`src/rtl/traffic_pkg.sv`:
```
// Shared encodings for the traffic-light controller and its phase timer.
package traffic_pkg;

  localparam int unsigned ELAPSED_W     = 6;
  localparam int unsigned BCD_W         = 4;
  localparam int unsigned GREEN_SEC_DEF = 25;
  localparam int unsigned CYCLE_SEC_DEF = 30;

  typedef enum logic [1:0] {
    PH_INVALID = 2'd0,
    PH_GREEN1  = 2'd1,
    PH_GREEN2  = 2'd2,
    PH_YELLOW  = 2'd3
  } phase_t;

  typedef enum logic [1:0] {
    ST_IDLE  = 2'd0,
    ST_RUN_G = 2'd1,
    ST_RUN_Y = 2'd2,
    ST_FIRED = 2'd3
  } state_t;

  // Lamp outputs to phase; any lamp pattern not legal for a phase is INVALID.
  function automatic phase_t decode_phase(input logic lg1, input logic lg2,
                                          input logic ly1, input logic ly2);
    phase_t ph;
    ph = PH_INVALID;
    if (!ly1 && !ly2 && (lg1 ^ lg2)) begin
      ph = lg1 ? PH_GREEN1 : PH_GREEN2;
    end else if (ly1 && ly2 && !lg1 && !lg2) begin
      ph = PH_YELLOW;
    end
    return ph;
  endfunction

endpackage

```
`src/rtl/bin6_to_bcd.sv`:
```
// Combinational 6-bit binary to two BCD digits (tens 0-6, ones 0-9).
module bin6_to_bcd
  import traffic_pkg::*;
(
  input  logic [ELAPSED_W-1:0] bin,
  output logic [BCD_W-1:0]     tens_c,
  output logic [BCD_W-1:0]     ones_c
);

  always_comb begin
    tens_c = '0;
    for (int unsigned t = 1; t <= 6; t++) begin
      if (bin >= ELAPSED_W'(t * 10)) tens_c = BCD_W'(t);
    end
    ones_c = BCD_W'(bin - ELAPSED_W'(tens_c) * ELAPSED_W'(10));
  end

endmodule

```
`src/rtl/phase_timer.sv`:
```
// Phase timer: follows the lamp phase, counts 1 Hz ticks, pulses phase
// timeouts and drives the remaining seconds as two BCD digits.
module phase_timer
  import traffic_pkg::*;
#(
  parameter int unsigned GREEN_SEC = GREEN_SEC_DEF,
  parameter int unsigned CYCLE_SEC = CYCLE_SEC_DEF
) (
  input  logic             clk1,
  input  logic             rst_n,
  input  logic             tick_1hz,
  input  logic             LG1,
  input  logic             LG2,
  input  logic             LY1,
  input  logic             LY2,
  output logic             timeout25,
  output logic             timeout30,
  output logic [BCD_W-1:0] cnt_tens,
  output logic [BCD_W-1:0] cnt_ones
);

  state_t               state_q, state_d;
  phase_t               prev_q;
  phase_t               ph_c;
  logic [ELAPSED_W-1:0] elapsed_q, elapsed_d;
  logic [ELAPSED_W-1:0] elapsed_inc_c;
  logic [ELAPSED_W-1:0] disp_c;
  logic [BCD_W-1:0]     tens_c, ones_c;
  logic                 t25_d, t30_d;

  assign ph_c          = decode_phase(LG1, LG2, LY1, LY2);
  assign elapsed_inc_c = elapsed_q + ELAPSED_W'(1);

  always_ff @(posedge clk1) begin
    if (!rst_n) begin
      state_q   <= ST_IDLE;
      prev_q    <= PH_INVALID;
      elapsed_q <= '0;
      timeout25 <= 1'b0;
      timeout30 <= 1'b0;
      cnt_tens  <= '0;
      cnt_ones  <= '0;
    end else begin
      state_q   <= state_d;
      prev_q    <= ph_c;
      elapsed_q <= elapsed_d;
      timeout25 <= t25_d;
      timeout30 <= t30_d;
      cnt_tens  <= tens_c;
      cnt_ones  <= ones_c;
    end
  end

  // A phase change outranks a coincident tick: the counter reloads and the tick is dropped.
  always_comb begin
    state_d   = state_q;
    elapsed_d = elapsed_q;
    t25_d     = 1'b0;
    t30_d     = 1'b0;
    if (ph_c == PH_INVALID) begin
      state_d   = ST_IDLE;
      elapsed_d = '0;
    end else if (ph_c != prev_q) begin
      if (ph_c == PH_YELLOW) begin
        state_d   = ST_RUN_Y;
        elapsed_d = ELAPSED_W'(GREEN_SEC);
      end else begin
        state_d   = ST_RUN_G;
        elapsed_d = '0;
      end
    end else if (tick_1hz) begin
      case (state_q)
        ST_RUN_G: begin
          elapsed_d = elapsed_inc_c;
          if (elapsed_inc_c == ELAPSED_W'(GREEN_SEC)) begin
            state_d = ST_FIRED;
            t25_d   = 1'b1;
          end
        end
        ST_RUN_Y: begin
          elapsed_d = elapsed_inc_c;
          if (elapsed_inc_c == ELAPSED_W'(CYCLE_SEC)) begin
            state_d = ST_FIRED;
            t30_d   = 1'b1;
          end
        end
        default: ;
      endcase
    end
  end

  // Remaining seconds of the running phase; zero once fired or idle.
  always_comb begin
    disp_c = '0;
    case (state_q)
      ST_RUN_G: disp_c = ELAPSED_W'(GREEN_SEC) - elapsed_q;
      ST_RUN_Y: disp_c = ELAPSED_W'(CYCLE_SEC) - elapsed_q;
      default:  disp_c = '0;
    endcase
  end

  bin6_to_bcd u_bcd (
    .bin    (disp_c),
    .tens_c (tens_c),
    .ones_c (ones_c)
  );

endmodule

```
`config.mk`:
```
export PLATFORM = sky130hd
export DESIGN_NAME = phase_timer
export DESIGN_NICKNAME = d
export VERILOG_FILES = /design/src/rtl/traffic_pkg.sv /design/src/rtl/bin6_to_bcd.sv /design/src/rtl/phase_timer.sv
export SDC_FILE = /design/constraint.sdc
export NUM_CORES = 1
export LEC_CHECK = 0
export CAP_MARGIN = 25
export CORE_AREA = 2 2 71 73
export DETAILED_ROUTE_END_ITERATION = 8
export DIE_AREA = 0 0 73 75
export MAX_ROUTING_LAYER = met4
export PLACE_DENSITY_LB_ADDON = 0.05
export SYNTH_ARGS = -nofsm -noshare
export SYNTH_HDL_FRONTEND = slang
export SYNTH_SLANG_ARGS = --single-unit
```
`constraint.sdc`:
```
create_clock -name clk1 -period 6.7 [get_ports clk1]
set_input_delay 0.67 -clock clk1 [delete_from_list [all_inputs] [get_ports clk1]]
set_output_delay 0.67 -clock clk1 [all_outputs]
set_load 0.02 [all_outputs]
```
==> results by group <==
Status
  – Status: finished clean

CTS
  – Cts bufs inserted: 3
  – CTS tree: done
  – H-tree Lvls: 1
  – Post-CTS setup buffer count: 0
  – Max Root-Sink Buffers: 2
  – # resized after CTS: 0
  – Clk root buf: clkbuf_8
  – Worst-path clk slew: ~0.07 ns
  – Sink Count: 19
  – CTS Hold Bufs: 0
  – Clock Latency Late Sink: 0.25 ns

Timing
  – Max Fclk: ~0.27 GHz
  – Least-Margin Pin Slew: ~0.56 ns
  – RSZ-0062 raised after global routing: false
  – Hold Vio Cnt, Final: 0
  – TNS Setup: 0 ns
  – Tmin final: 3.69 ns
  – Clock Skew: 0.00240 ns
  – Final Max Slew Viols: 0
  – Final count of negative-setup-slack endpoints: 0
  – Worst slew margin: about three fifths
  – Fin crit share: between 50% and 60%
  – Setup WS post-layout: between 3 and 4 ns

Final layout
  – Commonest cells after routing, fill and taps aside: dfxtp_1 (19), clkdlybuf4s50_1 (15), nor2_1 (13)
  – Final core occ: between 30 and 40%
  – Layout Nets: between 150 and 200
  – Most common cell after layout, fill and taps aside: dfxtp_1
  – Area Growth Syn to Fin: 17.2%
  – Antenna Diode Count: 0
  – Layout cells sized above 1: 7.26%
  – Number of fillers in the final layout: 512

Pwr
  – Power Dens Cells: between 100 and 150 mW/mm²
  – Sw Ratio: about a quarter
  – Final Total Pwr: 224 µW
  – Combinational share of power: between 10% and 20%
  – Power Internal: 168 µW
  – P_leak: 0.504 nW
  – Clock share of power: 35.8%
  – P_sw: ~56 µW
  – Share of power burned in registers: around half
  – Max VDD drop: between 60 and 70 µV

Min path
  – HP Class: flip-flop to flip-flop
  – WHS Path Cells: 2

Critical path
  – CP delay by family, top: simple AND/OR/NAND/NOR gates
  – Worst EP arrival: between 3 and 4 ns
  – WP buf/inv: 3
  – Critical Path Stages: 14
  – WS Path Type: flip-flop to flip-flop
  – Crit path max fanout: 9
  – CP max stage delay: 0.51 ns
  – Worst Path Required: slightly below 7 ns
  – Worst setup EP type: flip-flop
  – Crit path cell chain: inv_1, ha_1, inv_2, o32a_1, a22o_4, and3_4, or4_1, a31oi_1, ha_1, inv_1, fa_1, o21a_1, or3b_2, mux2i_1
  – Crit start category: flip-flop
  – CP max stage cell: or4_1
  – Path depth of the worst reg2reg path: 14

Detailed routing
  – 1st-iter DRT viols: between 40 and 50
  – DRC Markers: 0
  – Avg Vias per Cell: between 5 and 6
  – Drt total wl: 3180 µm
  – DRT Pass-1 Iters: 4
  – Vias post-DR: approximately 1200
  – Post-DRT Antenna Nets: 0
  – Routed WL per cell: 13.7 µm

Floorplanning
  – Num rows: 25
  – Die W: between 70 and 80 µm
  – Starting Density: between 20% and 30%
  – Core Box Area: ~0.0047 mm²
  – Die area: approximately 0.0055 mm²
  – Ports: 17
  – Die height: 75 µm

GRT
  – All-Layer GR Usage: a little over an eighth
  – Initial antenna violation count: 0
  – Grt total ovfl: 0
  – Vias in the first global route: about 1200
  – Largest net degree at the start of global routing: 15
  – First-pass GRT wire length: approximately 5500 µm

Synthesis
  – Seq/Total Area, Yosys: ~28%
  – Yosys Warn Count: 0
  – Post-synth EDFFs: 0
  – Gate Count Post-Synth: around 170
  – Syn Nets: between 150 and 200
  – Syn Std Cell Area: about 0.0014 mm²
  – Synthesis-stage register bit count: 19
  – Post-synthesis async set-or-reset flop share: 0%
  – Top_reg_cell synth: dfxtp_1
  – Syn avg cell area: a little over 8 µm²
  – Synth unique cells: 53

Place
  – Input/output buffers: 15
  – Setup slack at placement: 3.02 ns
  – Routability Congestion: 0.855
  – Hpwl dp: around 2600 µm

Run
  – Maxcap violations: 0
[path summary, 6_finish.rpt]
path | endpoint | startpoint | slack, ns
setup / recovery | cnt_ones[3] | state_q[0] | 3.01
hold / removal | state_q[1] | state_q[1] | 0.49
setup reg to reg | cnt_ones[3] | state_q[0] | 3.01
hold reg to reg | state_q[1] | state_q[1] | 0.49
[per-stage QoR]
step / hold slack (ns) / cell area, µm² / cells
floorplan: 0.467 / 1350 / 167
global placement: 0.493 / 1540 / 229
detailed placement: 0.489 / 1540 / 229
CTS: 0.501 / 1580 / 233
global route: 0.551 / 1580 / 233
finish: 0.493 / 1580 / 233
[state kept, by name, indices dropped and copies added (netlist names)]
signal / flops
elapsed_q: 6
cnt_ones: 4
cnt_tens: 3
prev_q: 2
state_q: 2
timeout25: 1
timeout30: 1
[Yosys cell counts (2+ instances only)]
cell type	number	area share (%)
mux2i_1	2	1.5
clkbuf_1	5	1.4
o21ai_0	11	4.1
and3b_1	3	1.9
dfxtp_1	19	28
a31oi_1	3	1.4
nor2_1	13	3.6
or2_2	2	0.93
nor3b_1	3	1.7
a21oi_1	12	4.4
nand2_1	10	2.8
nand2b_1	2	0.93
o21a_1	3	1.7
a2111oi_0	2	1.3
a21boi_0	2	1.1
nor2b_1	4	1.9
a22oi_1	3	1.7
a211oi_1	3	1.7
xnor2_1	5	3.2
ha_1	9	8.3
nor3_1	4	1.5
a2bb2oi_1	2	1.3
inv_1	11	3.1
nand3_1	4	1.5
and2_1	2	0.93
[area by class of cell]
type / instances / area, µm² / share of cell area, %
Inverter: 12 / 45.0 / 2.85
Sequential cell: 19 / 380 / 24.0
Timing Repair Buffer: 15 / 150 / 9.49
Clock buffer: 3 / 41.3 / 2.61
Multi-Input combinational cell: 129 / 893 / 56.4
Tap cell: 54 / 67.6 / 4.27
Clock inverter: 1 / 5.00 / 0.316
[tightest hold or removal path, delay by kind of cell (launching register included)]
kind | cells | cell delay, ns
flops | 1 | 0.32
buf+inv | 1 | 0.07
compound gates | 1 | 0.06
[layer usage]
metal	wire length [µm]	vias up	global-route usage, %	share of wire (%)
met5	0	-	-	0
met4	42	0	3.29	1.3
met3	58	4	2.41	1.8
met2	1600	12	22.6	50
met1	1480	550	16.4	46
li1	-	630	-	-
[kinds of logic after synthesis]
family                     count (synthesis)  synth area share [%]
xor gates and xnor gates                   6                  3.89
other                                      1                 0.278
muxes                                      2                  1.48
buffers and inverters                     19                  5.65
AOI/OAI and AO/OA                         53                  27.2
adders and majority gates                 11                  10.6
DFF                                       19                  28.2
and+or+nand+nor                           56                  22.8
[power by group through the flow]
stage | Combinational, mW | Sequential (mW) | Clock (mW)
6_report | 0.0280 | 0.116 | 0.0801
5_1_grt | 0.0315 | 0.116 | 0.0885
4_1_cts | 0.0281 | 0.116 | 0.0841
3_5_place_dp | 0.0281 | 0.118 | 0
3_3_place_gp | 0.0278 | 0.118 | 0
2_1_floorplan | 0.0198 | 0.118 | 0
Power figures use the tool's default switching activity.
